==> src/rtl/stopwatch_bcd.sv <==
`default_nettype none
// ============================================================================
//  Module      : stopwatch_bcd
//  Description : MM:SS stopwatch. Counts rising edges of the Hz divider square
//                wave as seconds in four BCD digits, under start/stop and
//                clear pulse control. Wraps or saturates at the top count.
//  Revision    : 1.0 - initial release
// ============================================================================
module stopwatch_bcd #(
    parameter int c_MIN_LIMIT   = 100,  // minute modulus, legal 1..100
    parameter bit c_HOLD_AT_MAX = 1'b0  // 0 = wrap to 00:00, 1 = saturate
) (
    input  logic        i_CLK,
    input  logic        i_RST_N,
    input  logic        i_Tick,
    input  logic        i_Start_Stop,
    input  logic        i_Clear,
    output logic [15:0] o_Digits,
    output logic        o_Running,
    output logic        o_Rollover
);

    // Highest displayable time: (c_MIN_LIMIT-1):59 in BCD.
    localparam int          c_MAX_MIN    = c_MIN_LIMIT - 1;
    localparam logic [15:0] c_MAX_DIGITS = {4'(c_MAX_MIN / 10),
                                            4'(c_MAX_MIN % 10),
                                            4'd5, 4'd9};

    typedef enum logic [1:0] {
        IDLE  = 2'd0,
        RUN   = 2'd1,
        PAUSE = 2'd2
    } state_t;

    state_t      state_q, state_d;
    logic [15:0] digits_q, digits_d;
    logic        rollover_q, rollover_d;
    logic        r_Tick_Q;

    logic        w_Edge;
    logic        w_count;
    logic        w_at_max;
    logic [15:0] w_digits_inc;

    // Rising-edge detect on the divider output; combinational in the same cycle.
    assign w_Edge   = i_Tick & ~r_Tick_Q;
    assign w_count  = (state_q == RUN) && w_Edge && !i_Clear;
    assign w_at_max = (digits_q == c_MAX_DIGITS);

    // Delay stage for the tick edge detector.
    always_ff @(posedge i_CLK or negedge i_RST_N) begin
        if (!i_RST_N) begin
            r_Tick_Q <= 1'b0;
        end else begin
            r_Tick_Q <= i_Tick;
        end
    end

    // BCD carry chain: value one second after the current digits. The minute
    // overflow past the limit never occurs here because the max-count case is
    // intercepted before this value is used.
    always_comb begin
        w_digits_inc = digits_q;
        if (digits_q[3:0] != 4'd9) begin
            w_digits_inc[3:0] = digits_q[3:0] + 4'd1;
        end else begin
            w_digits_inc[3:0] = 4'd0;
            if (digits_q[7:4] != 4'd5) begin
                w_digits_inc[7:4] = digits_q[7:4] + 4'd1;
            end else begin
                w_digits_inc[7:4] = 4'd0;
                if (digits_q[11:8] != 4'd9) begin
                    w_digits_inc[11:8] = digits_q[11:8] + 4'd1;
                end else begin
                    w_digits_inc[11:8]  = 4'd0;
                    w_digits_inc[15:12] = digits_q[15:12] + 4'd1;
                end
            end
        end
    end

    // Next-state, next-digits and rollover pulse; clear beats start/stop,
    // which beats the saturate-at-max pause.
    always_comb begin
        state_d    = state_q;
        digits_d   = digits_q;
        rollover_d = 1'b0;

        if (i_Clear) begin
            state_d  = IDLE;
            digits_d = 16'h0000;
        end else begin
            if (w_count) begin
                if (w_at_max) begin
                    if (c_HOLD_AT_MAX) begin
                        // Already saturated: digits frozen, silently pause.
                        state_d = PAUSE;
                    end else begin
                        digits_d   = 16'h0000;
                        rollover_d = 1'b1;
                    end
                end else begin
                    digits_d = w_digits_inc;
                    if (c_HOLD_AT_MAX && (w_digits_inc == c_MAX_DIGITS)) begin
                        rollover_d = 1'b1;
                        state_d    = PAUSE;
                    end
                end
            end

            if (i_Start_Stop) begin
                case (state_q)
                    IDLE:    state_d = RUN;
                    RUN:     state_d = PAUSE;
                    PAUSE:   state_d = RUN;
                    default: state_d = IDLE;
                endcase
            end
        end
    end

    // State, digit and pulse registers.
    always_ff @(posedge i_CLK or negedge i_RST_N) begin
        if (!i_RST_N) begin
            state_q    <= IDLE;
            digits_q   <= 16'h0000;
            rollover_q <= 1'b0;
        end else begin
            state_q    <= state_d;
            digits_q   <= digits_d;
            rollover_q <= rollover_d;
        end
    end

    assign o_Digits   = digits_q;
    assign o_Running  = (state_q == RUN);
    assign o_Rollover = rollover_q;

endmodule
`default_nettype wire

==> config.mk <==
export PLATFORM = sky130hd
export DESIGN_NAME = stopwatch_bcd
export DESIGN_NICKNAME = d
export VERILOG_FILES = /design/src/rtl/stopwatch_bcd.sv
export SDC_FILE = /design/constraint.sdc
export NUM_CORES = 1
export LEC_CHECK = 0
export BUFFER_PORTS_ARGS = -buffer_cell sky130_fd_sc_hd__buf_2
export CORE_AREA = 2 2 60 62
export CTS_BUF_LIST = sky130_fd_sc_hd__clkbuf_8
export CTS_CLUSTER_SIZE = 14
export DETAILED_ROUTE_END_ITERATION = 10
export DIE_AREA = 0 0 62 64
export PLACE_DENSITY = 0.57
export SLEW_MARGIN = 15
export SYNTH_ARGS = -nofsm -noshare
export SYNTH_HDL_FRONTEND = slang
export SYNTH_SLANG_ARGS = --single-unit
==> constraint.sdc <==
create_clock -name i_CLK -period 4.1 [get_ports i_CLK]
set_input_delay 0.615 -clock i_CLK [delete_from_list [all_inputs] [get_ports i_CLK]]
set_output_delay 0.615 -clock i_CLK [all_outputs]
set_load 0.005 [all_outputs]
Yosys cells after proc, flatten, opt, wreduce, memory -nomap -nowiden. Index checks and enable logic that the tools add are counted.

Add/sub/neg operators: 4. Reductions and logical operators: 10. Mux-type cells: 15. Eq/ne operators: 9. Bitwise logic cells: 2.

Operators by type and width (count): 2-to-1 mux 16 bit (3); adder 4 x 1 -> 4 bit, second input constant (4); == test 16 bit, second input constant (1); 2-to-1 mux 4 bit (4); 2-to-1 mux 12 bit (1); inequality test 3 bit, second input constant (3); 2-to-1 mux 8 bit (1); inequality test 4 bit, second input constant (2); 2-to-1 mux 2 bit (2); inequality test 4 x 3 -> 1 bit, second input constant (1); one-hot mux 2 bit (2 select lines) (1); AND reduction 4 bit (1); nonzero test 2 bit (2); 2-to-1 mux 1 bit (3); AND reduction 3 bit (1); == test 2 x 1 -> 1 bit, second input constant (1); == test 2 bit, second input constant (1); logical AND 1 bit (2); zero test 2 bit (1); AND reduction 2 bit (1); OR reduction 2 bit (1); bitwise AND 1 bit (1); zero test 1 bit (1); NOT 1 bit (1).

Word-level logic and storage cells: 47. Bits of input ports: 5. Bits in registers: 20. Output and inout port bits: 18.

Depth between registers and ports, before layout.
Depth in word-level cells: 7. Depth in mapped cells: 7. Depth with buffers taken out: 6.

Least setup slack after synthesis. Ideal clock, no wire load.

Path kind: register to register. From: register digits_q[1], in the netlist o_Digits[1]. To: register digits_q[14], in the netlist o_Digits[14]. Slack: 2416 ps. Cell stages (with the launch flop): 7. Data required time: 4022 ps. Data arrival time: 1606 ps. Buffers on the path: 0. Period minus slack after synthesis: 1684 ps. Setup time: 78 ps. Cell sequence: dfrtp_1 -> inv_1 -> ha_1 -> and3b_2 -> nand4_4 -> or4_1 -> a21oi_1.

Longest elaborated chain between the ends: 4. Elaborated cells on any way between the ends: 9. Those cells by class: 5 x eq/ne; 3 x mux; 1 x reduce/logical.

RTL lines: from (decl) (RTL line 36) `logic [15:0] digits_q, digits_d;`; from (signal assigned) (RTL line 130) `digits_q <= digits_d;`; == test 16 bit (RTL line 48) `assign w_at_max = (digits_q == c_MAX_DIGITS);`; 2-to-1 mux 16 bit (RTL line 94) `if (w_at_max) begin`; 2-to-1 mux 16 bit (RTL line 93) `if (w_count) begin`; 2-to-1 mux 16 bit (RTL line 89) `if (i_Clear) begin`.

Several ways; a longest one is shown, not always the timed one. The select of a mux whose other input is x is not followed. A chain may end at the register's enable or synchronous reset.

Worst setup path after layout.
From: register digits_q[1], in the netlist o_Digits[1]. To: register digits_q[11], in the netlist o_Digits[11].

The elaborated chain is that of the path after synthesis.

==> out/results.ini <==
[clock_network]
htreeDepth=1
cts.path.max_buffers=2
post-cts-setup-buffers=0
cts_resized=0
ctsHoldBuffers=0
cts_root_buf=clkbuf_8
path_clk_slew_ps=70
clock_latency_ps=260
cts_buffers=3
numClockSinks=20
cts_tree=yes

[power]
power_frac_seq=0.543
power.leakage_nw=0.628
p_per_area_nw_per_um2=284
peakVddDrop_mv=0.0831
switching_share=0.216
pwr-share-comb=0.053
clockPowerShare=0.404
p_int_mw=0.292
power.net_switching_mw=0.0804

[layout]
drive_gt1_frac=0.239
n_antenna_cell=0
finalInstanceArea_um2=1310
area_growth_pct=18.7
fin_nets=148

[floorplanning]
die-width_um=62
core_area_um2=3280
std_cell_rows=21
start_util=0.336
die_h_um=64
dieArea_um2=3970
io-pin-count=23

[placed_design]
portBuffers=22
dp_hpwl_um=1560
place.gp.congestion=0.756
dpl_cell_area_um2=1250

[logic_synthesis]
syn_area_per_cell_um2=9.85
ys_seq_area_frac=0.454
synth.area.top_cells=dfrtp_1 45%, ha_1 9.1%, a21oi_1 4.5%
ys.flop_type=dfrtp_1
ys_seq_elements=20
synth_area_leader_cell=dfrtp_1
netlist.area_leader.share=0.454
synth_edf_count=0
ys.warnings.count=0
syn-num-nets=125
ys_types=31
synthCells=112
synth_area_um2=1100
yosysMostFrequentCell=dfrtp_1
synthTopCellsByCount=20 x dfrtp_1, 13 x nor2_1, 10 x a21oi_1
async_flop_share=1.00

[timing]
min_period_over_period=0.461
worst_pin_slew_ps=451
rsz0062_at_grt=false
slew_viol_final=0
clock_skew_ps=4.47
max_freq_mhz=529
fin_tns_setup_ps=0
setup_violations=0
relSlewSlack=0.699
hold_viol=0
min_period_ps=1890

[setup_path]
path_class=reg2reg
cp.required_ps=4250
start_kind=flop
r2r_slack_ps=2210
r2r_cells=6
end_kind=flop
path_max_fanout=9
arrival_ps=2040

[hold_path]
hp-class=in2async

[run_status]
status=completed

[routing]
detail-route-antenna-nets=0
vias=894
avgRoutedWirePerCell_um=12.1
first_iter_violations=45
drc=0
viasPerCell=4.97
drt_first_pass_iters=4
routed_wl_um=2180

[global_route]
grt_pass1_vias=811
track_usage=0.126
overflow=0
antenna_found_initial=0
grt_max_degree=22
grt_pass1_wl_um=3700

[run]
maxCapViolCount=0

## metal layers
metal	global-route usage	wire, um
met5	0	0
met4	0.0638	54
met3	0.0243	79
met2	0.189	1040
met1	0.168	996
## final cells by class
class	instances	area, um2
clock buffers	4	55.1
fillers	332	1970
flip-flops and latches	20	500
multi-input cells	83	568
inverters	5	18.8
well taps	46	57.6
repair buffers	22	110
## registers in the layout, indices dropped and copies added, names as in the netlist
register,count
o_Rollover,1
o_Digits,16
state_q,2
r_Tick_Q,1
## path summary, 6_finish.rpt
| kind | startpoint | end |
|---|---|---|
| max in group asynchronous | i_RST_N | state_q[1]$_DFFE_PN0P_ |
| min in group i_CLK | i_Tick | r_Tick_Q$_DFF_PN0_ |
| setup reg to reg | o_Digits[1]$_DFFE_PN0P_ | o_Digits[11]$_DFFE_PN0P_ |
| hold / removal | i_RST_N | o_Digits[2]$_DFFE_PN0P_ |
| setup / recovery | o_Digits[1]$_DFFE_PN0P_ | o_Digits[11]$_DFFE_PN0P_ |
| hold reg to reg | o_Digits[7]$_DFFE_PN0P_ | o_Digits[7]$_DFFE_PN0P_ |
## cell usage in the layout (no fill, tap or decap), drive strengths merged, types with 3 or more instances in the layout
cell type	count
buf	22
dfrtp	20
nor2	13
a21oi	10
ha	8
nor3	7
nand2	6
o21ai	6
inv	5
clkbuf	4
and3b	4
nor2b	3
nand3	3
mux2i	3
or3	3
## through the flow
step / std cells / utilization / worst slack (ps) / total power [mW] / hold WS, ps
CTS: 180 / 0.399 / 2220 / 0.377 / 306
finish: 180 / 0.399 / 2210 / 0.373 / 292
detailed placement: 176 / 0.382 / 2170 / 0.226 / 559
global placement: 176 / 0.382 / 2230 / 0.226 / 559
floorplan: 112 / - / 2420 / 0.216 / 319
global route: 180 / 0.399 / 2050 / 0.390 / 326
## power by group through the flow
stage / Clock (mW) / Combinational (mW) / Sequential, mW
4_1_cts: 0.155 / 0.0204 / 0.202
3_5_place_dp: 0 / 0.0205 / 0.206
2_1_floorplan: 0 / 0.0108 / 0.206
3_3_place_gp: 0 / 0.0200 / 0.206
5_1_grt: 0.164 / 0.0229 / 0.202
6_report: 0.151 / 0.0199 / 0.202
## kinds of logic (layout without fill, tap and decap cells)
group	after synthesis	after routing	synth area share
AND/OR/NAND/NOR	49	49	0.262
AO/OA/AOI/OAI	20	20	0.111
flip-flops	20	20	0.454
buffers and inverters	9	31	0.0317
XOR/XNOR	3	3	0.0238
multiplexers	3	3	0.0272
adder cells (fa/ha/maj)	8	8	0.0907
## worst max-delay path: stages, from the launching register on
cell	delay, ps
dfrtp_1	420
inv_1	70
ha_1	190
and3b_2	270
and3_1	410
o21ai_0	180
a32o_1	240
No activity file was read; power rests on OpenSTA's default activity.
